## config.mk

```make
export PLATFORM = sky130hd
export DESIGN_NAME = ring_decoder
export DESIGN_NICKNAME = d
export VERILOG_FILES = /design/src/rtl/ring_pkg.sv /design/src/rtl/ring_onehot_enc.sv /design/src/rtl/ring_decoder.sv
export SDC_FILE = /design/constraint.sdc
export NUM_CORES = 1
export LEC_CHECK = 0
export ABC_AREA = 1
export BUFFER_PORTS_ARGS = -buffer_cell sky130_fd_sc_hd__buf_2
export CAP_MARGIN = 20
export CELL_PAD_IN_SITES_DETAIL_PLACEMENT = 0
export CELL_PAD_IN_SITES_GLOBAL_PLACEMENT = 1
export CORE_UTILIZATION = 30
export CTS_BUF_LIST = sky130_fd_sc_hd__clkbuf_4 sky130_fd_sc_hd__clkbuf_8
export CTS_CLUSTER_DIAMETER = 100
export DETAILED_ROUTE_END_ITERATION = 6
export MAX_ROUTING_LAYER = met4
export PLACE_DENSITY_LB_ADDON = 0.1
export SKIP_LAST_GASP = 1
export SLEW_MARGIN = 20
export SYNTH_ARGS = -nofsm -noshare
export SYNTH_HDL_FRONTEND = slang
export SYNTH_SLANG_ARGS = --single-unit
```

## constraint.sdc

```tcl
create_clock -name clock -period 1.9 [get_ports clock]
set_input_delay 0.095 -clock clock [delete_from_list [all_inputs] [get_ports clock]]
set_output_delay 0.095 -clock clock [all_outputs]
set_load 0.02 [all_outputs]
```

## src/rtl/ring_pkg.sv

```systemverilog
// rtl/ring_pkg.sv - shared types, defaults and one-hot helper for ring bus consumers
package ring_pkg;

    typedef enum logic {HUNT, LOCK} ring_dec_state_t;

    localparam int RING_N     = 4;
    localparam int RING_REV_W = 8;

    // Zero-extension keeps the one-hot property, so any ring up to 64 bits fits.
    function automatic bit onehot_check(input logic [63:0] vec);
        return (vec != 64'd0) && ((vec & (vec - 64'd1)) == 64'd0);
    endfunction

endpackage

```

## src/rtl/ring_onehot_enc.sv

```systemverilog
// rtl/ring_onehot_enc.sv - combinational one-hot to binary encoder with one-hot flag
module ring_onehot_enc
    import ring_pkg::*;
#(
    parameter int N  = RING_N,
    parameter int IW = $clog2(N)
) (
    input  logic [N-1:0]  ring_in,
    output logic [IW-1:0] pos,
    output logic          onehot
);

    // OR of set-bit indices; only meaningful when onehot is high.
    always_comb begin
        pos = '0;
        for (int i = 0; i < N; i++) begin
            if (ring_in[i]) begin
                pos = pos | IW'(i);
            end
        end
    end

    assign onehot = onehot_check(64'(ring_in));

endmodule

```

## src/rtl/ring_decoder.sv

```systemverilog
// rtl/ring_decoder.sv - one-hot ring phase decoder and integrity monitor (option: RING_DECODER_ERRCNT_EN)
module ring_decoder
    import ring_pkg::*;
#(
    parameter int N     = RING_N,
    parameter int IW    = $clog2(N),
    parameter int REV_W = RING_REV_W
`ifdef RING_DECODER_ERRCNT_EN
    ,
    parameter int ERR_W = 4
`endif
) (
    input  logic             clock,
    input  logic             Reset,
    input  logic [N-1:0]     ring_in,
    input  logic             in_valid,
`ifdef RING_DECODER_ERRCNT_EN
    input  logic             err_clr,
    output logic [ERR_W-1:0] err_count,
`endif
    output logic [IW-1:0]    idx,
    output logic             idx_valid,
    output logic             locked,
    output logic             onehot_err,
    output logic             seq_err,
    output logic [REV_W-1:0] rev_count,
    output logic             wrap
);

    localparam logic [IW-1:0] IDX_LAST = IW'(N - 1);

    ring_dec_state_t  state, state_nx;
    logic [IW-1:0]    pos, exp_pos, idx_nx;
    logic             onehot;
    logic             idx_valid_nx, onehot_err_nx, seq_err_nx, wrap_nx;
    logic [REV_W-1:0] rev_nx;

    ring_onehot_enc #(.N(N), .IW(IW)) u_enc (
        .ring_in (ring_in),
        .pos     (pos),
        .onehot  (onehot)
    );

    always_comb begin
        state_nx      = state;
        idx_nx        = idx;
        rev_nx        = rev_count;
        idx_valid_nx  = 1'b0;
        onehot_err_nx = 1'b0;
        seq_err_nx    = 1'b0;
        wrap_nx       = 1'b0;
        exp_pos       = (idx == IDX_LAST) ? '0 : idx + 1'b1;
        if (in_valid) begin
            if (!onehot) begin
                onehot_err_nx = 1'b1;
                state_nx      = HUNT;
            end else begin
                idx_nx       = pos;
                idx_valid_nx = 1'b1;
                if (state == HUNT) begin
                    rev_nx   = '0;
                    state_nx = LOCK;
                end else if (pos == exp_pos) begin
                    if (idx == IDX_LAST) begin
                        wrap_nx = 1'b1;
                        rev_nx  = rev_count + 1'b1;
                    end
                end else begin
                    // Out-of-sequence phase: relock on it and restart the revolution count.
                    seq_err_nx = 1'b1;
                    rev_nx     = '0;
                end
            end
        end
    end

    always_ff @(posedge clock) begin
        if (Reset) begin
            state      <= HUNT;
            idx        <= '0;
            idx_valid  <= 1'b0;
            onehot_err <= 1'b0;
            seq_err    <= 1'b0;
            wrap       <= 1'b0;
            rev_count  <= '0;
        end else begin
            state      <= state_nx;
            idx        <= idx_nx;
            idx_valid  <= idx_valid_nx;
            onehot_err <= onehot_err_nx;
            seq_err    <= seq_err_nx;
            wrap       <= wrap_nx;
            rev_count  <= rev_nx;
        end
    end

    assign locked = (state == LOCK);

`ifdef RING_DECODER_ERRCNT_EN
    // Counts alongside the error pulse so err_count and the pulse appear together.
    always_ff @(posedge clock) begin
        if (Reset || err_clr) begin
            err_count <= '0;
        end else if ((onehot_err_nx || seq_err_nx) && (err_count != '1)) begin
            err_count <= err_count + 1'b1;
        end
    end
`endif

endmodule
```

# Word-level counts from Yosys, hierarchy flattened
# Cells that the tools add are included.
[totals]
input_bits = 7
reg_bits = 15
out_inout_bits = 15
elab_cells = 37
[op_classes]
add_sub_neg = 3
muxes = 11
eq_ne = 3
bitwise = 5
n_reduce_logical = 8
[op_table]
columns = ["cell", "n"]
rows = [
  ["$and 4x64->64", 1],
  ["$logic_not 64->1", 1],
  ["$mux 8", 3],
  ["$add 8x1->8 const B", 1],
  ["$mux 2", 3],
  ["$mux 1", 5],
  ["$reduce_or 5->1", 1],
  ["$sub 4x1->5 const B", 1],
  ["$not 1->1", 4],
  ["$reduce_bool 4->1", 1],
  ["$reduce_or 4->1", 1],
  ["$ne 3x3->1 const B", 1],
  ["$reduce_and 3->1", 1],
  ["$add 2x1->2 const B", 1],
  ["$eq 2x2->1", 1],
  ["$eq 2x2->1 const B", 1],
  ["$reduce_and 2->1", 1],
  ["$reduce_or 2->1", 1],
  ["$logic_and 1x1->1", 1],
]

# Depth between registers and ports, before layout
[logic_depth]
depth_word = 6
ltp_mapped = 10
ltp_nobuf = 10

# Cells and area by module
# From an unflattened synthesis, not the netlist that was laid out.
[unflattened]
cells_unflattened = 138
hier_area_um2 = 850.8
[modules_own_cells]
columns = ["mod", "instances", "cells_each", "seq_area_each_um2", "area_each_um2"]
rows = [
  ["ring_decoder", 1, 124, 300.3, 793.3],
  ["ring_onehot_enc", 1, 14, 0.0, 57.6],
]

# Worst setup path before layout
# No wires, ideal clock.
[synth_timing]
kind = "flip-flop to flip-flop"
startpoint = "reg idx[0]"
endpoint = "reg rev_count[7]"
path_slack_ns = 0.453
t_required_ns = 1.833
n_path_buf = 0
arrival_ns = 1.380
path_stages_with_launch = 10
synth_period_minus_slack_ns = 1.447
setup_time_ns = 0.067
cell_sequence = "dfxtp_1 -> ha_1 -> inv_1 -> nand2_1 -> nand2_1 -> nand2_4 -> nand2_2 -> nor2_2 -> nand3_2 -> o21ai_2"
[synth_between]
elab_chain_len = 5
word_cells_on_any_way = 8
classes_between = "1 x add/sub; 3 x eq/ne; 3 x mux; 1 x reduce/logical"
[synth_rtl]
columns = ["item", "line", "source"]
rows = [
  ["start: declaration", "ring_decoder.sv:21", "output logic [IW-1:0] idx,"],
  ["start signal: assignment", "ring_decoder.sv:88", "idx <= idx_nx;"],
  ["$add 2x1->2 or $eq 2x2->1 (tied branches)", "ring_decoder.sv:52, ring_decoder.sv:64", ""],
  ["$mux 2", "ring_decoder.sv:52", "exp_pos = (idx == IDX_LAST) ? '0 : idx + 1'b1;"],
  ["$eq 2x2->1", "ring_decoder.sv:63", "end else if (pos == exp_pos) begin"],
  ["$ne 3x3->1 (no line) or $mux 8 (tied branches)", "--", ""],
  ["$reduce_and 3->1 (no line) or $mux 8 (tied branches)", "--", ""],
  ["end signal: assignment", "ring_decoder.sv:93", "rev_count <= rev_nx;"],
  ["end: declaration", "ring_decoder.sv:26", "output logic [REV_W-1:0] rev_count,"],
]
# Several ways; a longest one is shown, not always the timed one.
# A chain may end at the register's enable or synchronous reset.

# Worst setup path in the final report
# Same ends and word-level chain as after synthesis.

==> results list <==
* Highest achievable clock rate: 680 MHz
* Post-CTS setup buffers: 0
- The slowest stage of the critical path is the sky130_fd_sc_hd__dfxtp_1 cell.
- Fraction of final layout cells with drive strength greater than 1: 30.1%
- Antenna viol nets, final: 0
- GRT overflow: 0
- Leakage power: 0.494 nW
- Across the run, the number of max-cap violations was 0.
- The clock drives 15 sinks.
* Post-synth EDFFs: 0
* Final-layout worst hold slack: 0.113 ns
- Startpoint types: register
- Row generation in the floorplan step produced 19 rows.
- The worst hold path begins at ring_in[2].
- The tightest min-delay check is of the input pin to register type.
- Setup repair after global routing left no endpoint under its margin.
* Cell breakdown of the critical path: ha_1 -> inv_1 -> nand2_1 -> nand2_1 -> nand2_4 -> nand2_2 -> nor2_2 -> nand3_2 -> o21ai_2
* Sw Ratio: 28.7%
- Once the floorplan was initialized, standard cells occupied 31.7% of the core.
- Max-slew headroom: 83.9%
- The analysis attributes to net switching a power of 0.180 mW.
- Overall fraction of global-route tracks in use: 14.6%
- TritonCTS clock tree: built
- Cell chosen for the clock root: sky130_fd_sc_hd__clkbuf_4
- The number of antenna violations at the first check in global routing came to 0.
* Top-level port count: 22
- Initial DRT Pass Iterations: 4
* Final core utilization: 37.6%
- Per report_power, the sequential group accounts for 51.7% of the total.
- Chip height: 56.0 um
- The critical path is of the register to register type.
- Counting every net in the synthesized netlist gives 131.
* WP data required: 2.13 ns
* Critical Path Most Common Cell: sky130_fd_sc_hd__nand2_1
- Floorplan core area: 0.00276 mm^2
- Remaining design rule violation count: 0
* Total power per unit cell area: 606 mW/mm^2
* Crit share post-route: 77.4%
* Highest cell delay on the worst timing path: 0.39 ns
* Via count of the first global-routing pass: 810
* Total internal power: 0.448 mW
- Subtracting the final worst setup slack from the clock period gives 1.47 ns.
- Routed wire per std cell: 10.9 um
- The synthesized netlist occupies a cell area of 875 um^2.
- Across the whole layout, storage elements account for 300 um^2.
* Most instantiated flip-flop cell in the synthesis netlist: sky130_fd_sc_hd__dfxtp_1
- The floorplan step defined a die boundary enclosing 0.00314 mm^2.
* Initial DRC Count: 11
- Data on the critical path arrives at its endpoint at 1.70 ns.
- Post-DR vias/cell: 4.64
* Vias after detailed routing: 822
* Diodes inserted: 0
- Setup violations remaining at the end of the flow were counted as 0.
* Part of the total power dissipated in the clock network: 32.5%
- Placed wire-length estimate after detailed placement: 1580 um
- In this run the critical register-to-register path is launched from idx[0]$_SDFFE_PP0P_.
- Placer congestion estimate: 0.738
- Counting flops with an async set or reset pin after synthesis yields a share of 0%.
* Critical Path End Type: register
* Number of register bits inferred by synthesis: 15
* Post-layout nets: 156
- Hold buffer count at cts: 0
- Slew Limit Fails: 0
- Clock Tree Buf Depth: 2
- Clock transition at the registers of the reported paths: 0.10 ns
- Leading cell type in the layout, fill and taps excluded: sky130_fd_sc_hd__nand2_1
- Timing analysis after detailed placement gives a worst setup slack of 0.442 ns.
- Clock latency on the worst-skew pair: 0.28 ns
- In this run the worst path has a maximum fanout of 6.
* Die boundary width: 56.0 um
* Fillers: 323
- Max VDD drop: 367 uV
- The final hold violation count was 0.
- Summing all multi-input logic gate instances after layout gives 503 um^2.
- Post-CTS sizing: 0
* CTS H-tree lvls: 1
- Sequential element share of the synthesized area: 34.3%
* Skew final: 0.00305 ns
- Combinational fraction of design power: 15.8%
* Post-Synthesis Mean Instance Area: 7.17 um^2
* Global-route wire length before repair: 3510 um
- Area Overhead vs Synth: 18.6%
- In this run, distinct cell masters in the synthesized netlist total 25.
- During synthesis, Yosys emitted a total of 0 warnings.
- Setup TNS: 0 ns
- The run finished with clean final reports.
- Cells after synthesis: 122
- Slew of the pin with the lowest slew margin: 0.241 ns
* Number of buffers created by CTS: 3
- Leaving out fill and tap cells, the most frequent cells in the layout are sky130_fd_sc_hd__nand2_1, sky130_fd_sc_hd__buf_2, sky130_fd_sc_hd__inv_1, sky130_fd_sc_hd__dfxtp_1, sky130_fd_sc_hd__nor2_1.
- In this run the tool buffered the top-level ports with 21 buffer cells.
* Worst setup slack after layout: 0.429 ns
- Pin count of the biggest net entering global routing: 10
* Origin of the worst setup path: idx[0]$_SDFFE_PP0P_
- Detailed-route wire length: 1930 um
## logic make-up after synthesis
group | after synthesis | synth area share, %
AO/OA/AOI/OAI | 15 | 10.3
XOR/XNOR | 1 | 1.00
flip-flops | 15 | 34.3
adder cells (fa/ha/maj) | 2 | 2.86
AND/OR/NAND/NOR | 72 | 43.3
buffers and inverters | 17 | 8.15
## path summary, 6_finish.rpt
kind / cells after the start / end / slack [ns]
worst max-delay path: 9 / rev_count[7]$_SDFFE_PP0P_ / 0.43
worst min-delay path: 3 / idx[1]$_SDFFE_PP0P_ / 0.11
worst max register to register: 9 / rev_count[7]$_SDFFE_PP0P_ / 0.43
worst min register to register: 2 / rev_count[7]$_SDFFE_PP0P_ / 0.52
## critical path: cells and delay by family, from the launching register on
kind,cells,cell delay [ns]
buffers and inverters,1,0.08
DFF,1,0.39
AOI/OAI and AO/OA,1,0.11
and+or+nand+nor,6,0.57
adders and majority gates,1,0.27
## metal layers
layer | up-vias | routed length [um] | global-route usage (%)
li1 | 439 | - | -
met1 | 366 | 923 | 17.6
met2 | 15 | 915 | 23.6
met3 | 2 | 78 | 3.72
met4 | 0 | 14 | 5.23
met5 | - | 0 | -
## synth_stat cells, types with 2 or more instances
cell type	number	share of area [%]
sky130_fd_sc_hd__nand2_1	30	13
sky130_fd_sc_hd__dfxtp_1	15	34
sky130_fd_sc_hd__inv_1	15	6.4
sky130_fd_sc_hd__nor2_1	11	4.7
sky130_fd_sc_hd__a21oi_1	8	4.6
sky130_fd_sc_hd__nand3_1	6	3.4
sky130_fd_sc_hd__nand2_2	5	3.6
sky130_fd_sc_hd__nor3_1	5	2.9
sky130_fd_sc_hd__o21ai_0	4	2.3
sky130_fd_sc_hd__nand3_2	3	3.4
sky130_fd_sc_hd__nand4_1	3	2.1
sky130_fd_sc_hd__ha_1	2	2.9
sky130_fd_sc_hd__nand2_4	2	2.6
sky130_fd_sc_hd__nor2_2	2	1.4
## state kept, by name, indices dropped and copies added (netlist names)
register	flops
rev_count	8
idx	2
idx_valid	1
locked	1
onehot_err	1
seq_err	1
wrap	1
## power groups by stage
stage	clock (mW)	sequential, mW	combinational, mW
finish	0.204	0.325	0.0992
CTS	0.211	0.325	0.101
global route	0.227	0.326	0.112
global placement	0	0.332	0.101
detailed placement	0	0.332	0.101
floorplan	0	0.339	0.0664
## layout make-up
cell class / count / area share, %
Clock buffer: 4 / 2.90
Inverter: 16 / 5.79
Multi-Input combinational cell: 90 / 48.5
Sequential cell: 15 / 29.0
Tap cell: 31 / 3.74
Timing Repair Buffer: 21 / 10.1
## per-stage QoR
step	instances	area (um^2)	power (mW)
6_report	177	1040	0.628
5_1_grt	177	1040	0.665
4_1_cts	177	1040	0.637
3_5_place_dp	173	1010	0.433
3_3_place_gp	173	1010	0.433
2_1_floorplan	122	875	0.405
Note: power is estimated with default switching activity, not from simulation.
